[config.mk]
export PLATFORM = sky130hd
export DESIGN_NAME = multicycle_control_unit
export DESIGN_NICKNAME = d
export VERILOG_FILES = /design/src/rtl/multicycle_control_unit_pkg.sv /design/src/rtl/multicycle_control_unit_timer.sv /design/src/rtl/multicycle_control_unit.sv
export SDC_FILE = /design/constraint.sdc
export NUM_CORES = 1
export LEC_CHECK = 0
export ABC_AREA = 1
export CELL_PAD_IN_SITES_DETAIL_PLACEMENT = 0
export CELL_PAD_IN_SITES_GLOBAL_PLACEMENT = 1
export CORE_ASPECT_RATIO = 0.75
export CORE_MARGIN = 5
export CORE_UTILIZATION = 34
export CTS_CLUSTER_DIAMETER = 60
export CTS_CLUSTER_SIZE = 10
export DETAILED_ROUTE_END_ITERATION = 10
export GPL_TIMING_DRIVEN = 0
export PLACE_DENSITY = 0.85
export SYNTH_ARGS = -nofsm -noshare
export SYNTH_HDL_FRONTEND = slang
export SYNTH_HIERARCHICAL = 1
export SYNTH_SLANG_ARGS = --single-unit
[constraint.sdc]
create_clock -name clk -period 3.4 [get_ports clk]
set_input_delay 0.85 -clock clk [delete_from_list [all_inputs] [get_ports clk]]
set_output_delay 0.85 -clock clk [all_outputs]
set_load 0.01 [all_outputs]
[src/rtl/multicycle_control_unit_pkg.sv]
// Shared definitions for the multi-cycle CPU control path: opcodes, the
// sequencer state encoding and the datapath mux / ALU control encodings.
package multicycle_control_unit_pkg;

   // Sequencer states; the encoding is visible on the State debug port.
   typedef enum logic [2:0] {
      ST_IDLE   = 3'd0,
      ST_FETCH  = 3'd1,
      ST_DECODE = 3'd2,
      ST_EXEC   = 3'd3,
      ST_MEM    = 3'd4,
      ST_WB     = 3'd5,
      ST_BRANCH = 3'd6
   } state_e;

   // Opcodes decoded by the control unit.
   localparam logic [3:0] OP_R   = 4'b0110;
   localparam logic [3:0] OP_I   = 4'b0001;
   localparam logic [3:0] OP_LS  = 4'b0010;
   localparam logic [3:0] OP_SS  = 4'b0011;
   localparam logic [3:0] OP_BEQ = 4'b0100;

   // ALU operation select.
   localparam logic [1:0] ALUOP_ADD   = 2'b00;
   localparam logic [1:0] ALUOP_SUB   = 2'b01;
   localparam logic [1:0] ALUOP_FUNCT = 2'b10;

   // ALU B-operand select.
   localparam logic [1:0] SRCB_RT   = 2'b00;
   localparam logic [1:0] SRCB_ONE  = 2'b01;
   localparam logic [1:0] SRCB_IMM  = 2'b10;
   localparam logic [1:0] SRCB_BOFF = 2'b11;

   // PC source select.
   localparam logic [1:0] PCSRC_ALU    = 2'b00;
   localparam logic [1:0] PCSRC_ALUOUT = 2'b01;

endpackage

[src/rtl/multicycle_control_unit_timer.sv]
// Memory wait timer: counts consecutive not-ready cycles of a memory access
// and flags a timeout when the count reaches TIMEOUT_CYCLES with the memory
// still not ready. TIMEOUT_CYCLES = 0 disables the timeout.
module mem_wait_timer #(
   parameter int TIMEOUT_CYCLES = 255
) (
   input  logic clk,
   input  logic rst_n,
   input  logic wait_i,     // an access is outstanding this cycle
   input  logic ready_i,    // memory completes the access this cycle
   input  logic clear_i,    // owner is changing state
   output logic timeout_o   // one-cycle timeout pulse
);

   localparam int CNT_W = (TIMEOUT_CYCLES > 0) ? $clog2(TIMEOUT_CYCLES + 1) : 1;
   localparam logic [CNT_W-1:0] LIMIT = CNT_W'(TIMEOUT_CYCLES);

   logic [CNT_W-1:0] count_q, count_d;

   // Next count: clear on completion, idle or state change; else saturating increment.
   always_comb begin
      count_d = count_q;
      if (clear_i || !wait_i || ready_i) begin
         count_d = '0;
      end else if (count_q != '1) begin
         count_d = count_q + CNT_W'(1);
      end
   end

   // Counter register.
   always_ff @(posedge clk or negedge rst_n) begin
      if (!rst_n) begin
         count_q <= '0;
      end else begin
         // NOTE: state registers use non-blocking assignments so every flop
         // samples pre-edge values, independent of block evaluation order.
         count_q <= count_d;
      end
   end

   assign timeout_o = (TIMEOUT_CYCLES != 0) && wait_i && !ready_i && (count_q == LIMIT);

endmodule

[src/rtl/multicycle_control_unit.sv]
// Multi-cycle control unit: sequences each instruction through
// FETCH/DECODE/EXEC/MEM/WB (or BRANCH) over a shared datapath with a single
// memory port, handling memory wait states, illegal opcodes and bus timeouts.
module multicycle_control_unit
   import multicycle_control_unit_pkg::*;
#(
   parameter int OPCODE_W       = 4,
   parameter int ALUOP_W        = 2,
   parameter int TIMEOUT_CYCLES = 255
) (
   input  logic                clk,
   input  logic                rst_n,
   input  logic                Enable,
   input  logic [OPCODE_W-1:0] OPCODE,
   input  logic                MemReady,
   output logic                IorD,
   output logic                MemRead,
   output logic                MemWrite,
   output logic                IRWrite,
   output logic                PCWrite,
   output logic                PCWriteCond,
   output logic [1:0]          PCSource,
   output logic                ALUSrcA,
   output logic [1:0]          ALUSrcB,
   output logic [ALUOP_W-1:0]  ALUOp,
   output logic                RegDst,
   output logic                MemToReg,
   output logic                RegWrite,
   output logic                Illegal,
   output logic                BusError,
   output logic                InstrDone,
   output logic [2:0]          State
);

   state_e              state_q, state_d;
   logic [OPCODE_W-1:0] opcode_q;
   logic                timeout;
   logic                mem_wait;
   logic [1:0]          alu_op;

   // Opcode is captured in DECODE; later states steer from the captured copy.
   always_ff @(posedge clk or negedge rst_n) begin
      if (!rst_n) begin
         state_q  <= ST_IDLE;
         opcode_q <= '0;
      end else begin
         state_q <= state_d;
         if (state_q == ST_DECODE) begin
            opcode_q <= OPCODE;
         end
      end
   end

   // Next-state and control-output decode from the registered state.
   always_comb begin
      // NOTE: every signal gets a default first so no path through the case
      // leaves one unassigned, which would otherwise infer a latch.
      state_d     = state_q;
      IorD        = 1'b0;
      MemRead     = 1'b0;
      MemWrite    = 1'b0;
      IRWrite     = 1'b0;
      PCWrite     = 1'b0;
      PCWriteCond = 1'b0;
      PCSource    = PCSRC_ALU;
      ALUSrcA     = 1'b0;
      ALUSrcB     = SRCB_RT;
      alu_op      = ALUOP_ADD;
      RegDst      = 1'b0;
      MemToReg    = 1'b0;
      RegWrite    = 1'b0;
      Illegal     = 1'b0;
      BusError    = 1'b0;
      InstrDone   = 1'b0;

      unique case (state_q)
         ST_IDLE: begin
            if (Enable) state_d = ST_FETCH;
         end

         ST_FETCH: begin
            MemRead = 1'b1;
            ALUSrcB = SRCB_ONE;
            if (MemReady) begin
               IRWrite = 1'b1;
               PCWrite = 1'b1;
               state_d = ST_DECODE;
            end else if (timeout) begin
               MemRead  = 1'b0;
               BusError = 1'b1;
               state_d  = ST_IDLE;
            end
         end

         ST_DECODE: begin
            ALUSrcB = SRCB_BOFF;
            if (OPCODE == OPCODE_W'(OP_R) || OPCODE == OPCODE_W'(OP_I) ||
                OPCODE == OPCODE_W'(OP_LS) || OPCODE == OPCODE_W'(OP_SS)) begin
               state_d = ST_EXEC;
            end else if (OPCODE == OPCODE_W'(OP_BEQ)) begin
               state_d = ST_BRANCH;
            end else begin
               // PC already advanced in FETCH, so just move on.
               Illegal = 1'b1;
               state_d = Enable ? ST_FETCH : ST_IDLE;
            end
         end

         ST_EXEC: begin
            ALUSrcA = 1'b1;
            if (opcode_q == OPCODE_W'(OP_R)) begin
               ALUSrcB = SRCB_RT;
               alu_op  = ALUOP_FUNCT;
               state_d = ST_WB;
            end else if (opcode_q == OPCODE_W'(OP_I)) begin
               ALUSrcB = SRCB_IMM;
               state_d = ST_WB;
            end else begin
               ALUSrcB = SRCB_IMM;
               state_d = ST_MEM;
            end
         end

         ST_MEM: begin
            IorD = 1'b1;
            if (opcode_q == OPCODE_W'(OP_LS)) MemRead  = 1'b1;
            else                              MemWrite = 1'b1;
            if (MemReady) begin
               if (opcode_q == OPCODE_W'(OP_LS)) begin
                  state_d = ST_WB;
               end else begin
                  InstrDone = 1'b1;
                  state_d   = Enable ? ST_FETCH : ST_IDLE;
               end
            end else if (timeout) begin
               MemRead  = 1'b0;
               MemWrite = 1'b0;
               BusError = 1'b1;
               state_d  = ST_IDLE;
            end
         end

         ST_WB: begin
            RegWrite  = 1'b1;
            RegDst    = (opcode_q == OPCODE_W'(OP_R));
            MemToReg  = (opcode_q == OPCODE_W'(OP_LS));
            InstrDone = 1'b1;
            state_d   = Enable ? ST_FETCH : ST_IDLE;
         end

         ST_BRANCH: begin
            ALUSrcA     = 1'b1;
            ALUSrcB     = SRCB_RT;
            alu_op      = ALUOP_SUB;
            PCWriteCond = 1'b1;
            PCSource    = PCSRC_ALUOUT;
            InstrDone   = 1'b1;
            state_d     = Enable ? ST_FETCH : ST_IDLE;
         end

         default: state_d = ST_IDLE;
      endcase
   end

   assign mem_wait = (state_q == ST_FETCH) || (state_q == ST_MEM);
   assign ALUOp    = ALUOP_W'(alu_op);
   assign State    = state_q;

   mem_wait_timer #(
      .TIMEOUT_CYCLES(TIMEOUT_CYCLES)
   ) u_timer (
      .clk      (clk),
      .rst_n    (rst_n),
      .wait_i   (mem_wait),
      .ready_i  (MemReady),
      .clear_i  (state_d != state_q),
      .timeout_o(timeout)
   );

endmodule
==> impl_metrics.csv <==
group,metric,value,unit
cts,cts_tree,"yes",
worst_setup_path,rr_worst_depth,16,
drt,vias,1158,
worst_setup_path,cp_cell_sequence,"dlygate4sd2_1 -> nor3_2 -> inv_1 -> nor2_2 -> nor3b_1 -> clkdlybuf4s50_1",
synth,yosysUniqueCellTypes,28,
worst_setup_path,cp.required,2.55,ns
run_status,outcome,"finished clean",
cells_and_area,layout.cells.non_filler,248,
synth,ys_seq_area_share,31.2,%
placed_design,dp_hpwl,2.24,mm
power_and_ir_drop,power_leakage,0.796,nW
floorplanning,ioPinCount,30,
global_routing,grt_pass1_wl,4.45,mm
worst_setup_path,path_buf_inv,3,
power_and_ir_drop,powerDensity,685,nW/um^2
synth,synth.top_cells.by_area,"dfrtp_1 31%, nand2_1 14%, inv_1 8.1%",
cts,cts_max_level,1,
worst_setup_path,critPathArrivalTime,2.34,ns
global_routing,grt_max_degree,16,
drt,antenna_left,0,
power_and_ir_drop,seq_power_share,25.5,%
cells_and_area,finish.utilization,47.8,%
sta,finalSetupViolCount,0,
worst_setup_path,worstSetupEndpoint,"MemWrite",
worst_setup_path,startpoint_type,"primary input",
cells_and_area,drive_gt1_share,22.1,%
worst_setup_path,worstPathMaxFanout,8,
sta,max_slew_margin,54.5,%
synth,syn_nets,184,
cts,clock_latency,0.25,ns
placed_design,gp_congestion,0.809,
cells_and_area,multi_input_area,681,um^2
cells_and_area,diodes,0,
floorplanning,design.die.area,4840,um^2
cells_and_area,layout.nets,218,
global_routing,antenna_found_initial,0,
drt,drt-wirelength-per-cell,11.1,um
sta,rsz0062_at_grt,"false",
floorplanning,fp.dieW,78.7,um
worst_setup_path,path_depth,6,
floorplanning,start_util,35.9,%
sta,hold_violations,0,
synth,ys_ff_latch,15,
power_and_ir_drop,internal-power,0.601,mW
power_and_ir_drop,power_frac_comb,61.1,%
sta,clock_skew,0.00495,ns
job,maxCapViolations,0,
synth,synth_common_cells,"45 x nand2_1, 26 x inv_1, 18 x nor2_1, 15 x dfrtp_1, 15 x nand3_1",
synth,ys.flop_type,"dfrtp_1",
power_and_ir_drop,ir_drop,0.348,mV
worst_setup_path,reg2reg_to,"u_timer/count_q[0]$_DFFE_PN0P_",
worst_setup_path,r2r_slack,0.77,ns
cts,clkSlewWorstSetupHoldPaths,0.06,ns
worst_setup_path,regToRegStartpoint,"State[0]$_DFF_PN0_",
sta,period_share,93.9,%
drt,vias_per_cell,4.67,
synth,synth_area_leader_cell,"dfrtp_1",
drt,dr.pass1.iters,4,
floorplanning,coreArea,3360,um^2
sta,layout_min_cycle_time,3.19,ns
drt,routed_wl,2.75,mm
cells_and_area,area_delta_synth_final,33.4,%
sta,worstMarginPinSlew,0.680,ns
placed_design,dp_cells,243,
cells_and_area,register_area,378,um^2
cells_and_area,final.fill_count,348,
global_routing,overflow,0,
global_routing,grt_use_total,11.9,%
worst_setup_path,startpoint,"MemReady",
cts,cts_buffer_depth,2,
floorplanning,std_cell_rows,18,
hold_path,hold_class,"reg -> reg",
floorplanning,die_h,61.5,um
sta,slew_viol_final,0,
power_and_ir_drop,p_clk_share,13.4,%
worst_setup_path,crit_type,"in -> out",
worst_setup_path,crit_family,"buffers and inverters",
drt,drt_iter0_drc,41,
worst_setup_path,end_kind,"primary output",
drt,drc,0,
synth,synth_edf_count,0,
power_and_ir_drop,p_sw,0.498,mW
power_and_ir_drop,swShare,45.3,%
cts,holdBufCountCts,0,
synth,avgSynthCellArea,6.88,um^2
synth,ys_warn_count,6,
cts,cts.sinks,15,
synth,synth.most_common_cell,"nand2_1",
placed_design,portBuffers,28,
sta,fmax,0.313,GHz
cts,ctsRootBufferMaster,"clkbuf_8",
cts,cts_inserted_buffers,3,
synth,synthArstFlopShare,100,%
worst_setup_path,max_stage_delay,0.58,ns
worst_setup_path,cp_slowest_cell,"clkdlybuf4s50_1",
global_routing,grt_pass1_vias,1013,
synth,synth_area,1200,um^2
synth,yosysTopAreaCellShare,31.2,%
synth,synth_cells,175,
[power groups by stage]
stage	registers (mW)	logic, mW	clock network, mW
2_1_floorplan	0.277	0.415	0
3_3_place_gp	0.278	0.647	0
3_5_place_dp	0.277	0.653	0
4_1_cts	0.276	0.664	0.152
5_1_grt	0.287	0.742	0.163
6_report	0.280	0.672	0.147
[registers in the layout (all words and copies together) (netlist names)]
signal,count
State,3
u_timer/count_q,8
opcode_q,4
[kinds of logic (layout without fill, tap and decap cells)]
kind of cell | count (synthesis) | in the layout | share of synthesized area (%)
fa+ha+maj | 1 | 1 | 1.04
buf+inv | 37 | 70 | 13.4
simple gates | 108 | 108 | 47.8
compound gates | 13 | 13 | 6.24
other cells | 1 | 1 | 0.312
flops | 15 | 15 | 31.2
[worst min path at each step]
stage                       startpoint                 endpoint  depth (start not counted)
3_5_place_dp   opcode_q[3]$_DFFE_PN0P_  opcode_q[3]$_DFFE_PN0P_                          2
6_report       opcode_q[3]$_DFFE_PN0P_  opcode_q[3]$_DFFE_PN0P_                          2
4_1_cts        opcode_q[3]$_DFFE_PN0P_  opcode_q[3]$_DFFE_PN0P_                          2
2_1_floorplan  opcode_q[3]$_DFFE_PN0P_  opcode_q[3]$_DFFE_PN0P_                          2
3_3_place_gp   opcode_q[3]$_DFFE_PN0P_  opcode_q[3]$_DFFE_PN0P_                          2
5_1_grt        opcode_q[3]$_DFFE_PN0P_  opcode_q[3]$_DFFE_PN0P_                          2
[worst reg2reg max path, stage by stage (launching register included)]
cell and delay [ns]:
dfrtp_2 0.43, inv_2 0.10, nor3_4 0.24, inv_2 0.09, nand2_1 0.09, inv_1 0.09, nor3_2 0.23, nor2_1 0.06
nand2_1 0.10, nand3_2 0.08, nor2_4 0.10, nand2_2 0.06, nand2_1 0.07, nand3_2 0.10, nor3_4 0.42, nand3_4 0.16
o21ai_1 0.14
[what timing repair did]
action	CTS	global route
setup buffers	0	1
endpoints found under the setup margin	3	1
hold endpoints to repair	0	0
resized for setup	4	4
pin swaps	0	1
[per-layer routing]
layer	track usage, %	part of all wire (%)	wire, um	vias up
li1	-	-	-	610
met1	15.5	48	1320	523
met2	19.5	47	1290	21
met3	3.51	4.4	121	4
met4	3.74	0.98	27	0
met5	0	0	0	-
[stage by stage]
stage | area (um^2) | setup slack [ns] | hold WS [ns] | power (mW) | setup TNS [ns]
floorplan | 1200 | 0.809 | 0.481 | 0.691 | 0
global placement | 1530 | -0.202 | 0.507 | 0.925 | -0.254
detailed placement | 1530 | -0.192 | 0.516 | 0.930 | -0.234
CTS | 1590 | 0.0151 | 0.531 | 1.09 | 0
global route | 1610 | 0.120 | 0.550 | 1.19 | 0
finish | 1610 | 0.206 | 0.522 | 1.10 | 0
[area by class of cell]
type,count,area share [%]
clock buffer,3,2.57
inverter,32,7.48
sequential,15,23.5
timing repair buffer,29,18.0
tap,40,3.12
clock inverter,1,0.312
buffer,5,2.57
multi-input combinational,123,42.4
[layout by cell type, fill, tap and decap left out, types with 2 or more instances in the layout]
cell type,netlist,routed
nand2_1,45,45
nor2_2,3,4
nor3_4,1,2
a21oi_1,2,2
o21ai_0,3,3
nand3_2,6,6
nor2_4,3,3
inv_2,6,7
inv_1,26,25
buf_4,4,5
clkdlybuf4s50_1,0,26
dfrtp_1,15,13
nand3_1,15,15
clkbuf_8,0,3
nand4_1,2,2
nor2_1,18,17
dfrtp_2,0,2
nand2_2,8,8
o21ai_1,6,6
No activity file was read; power rests on OpenSTA's default activity.
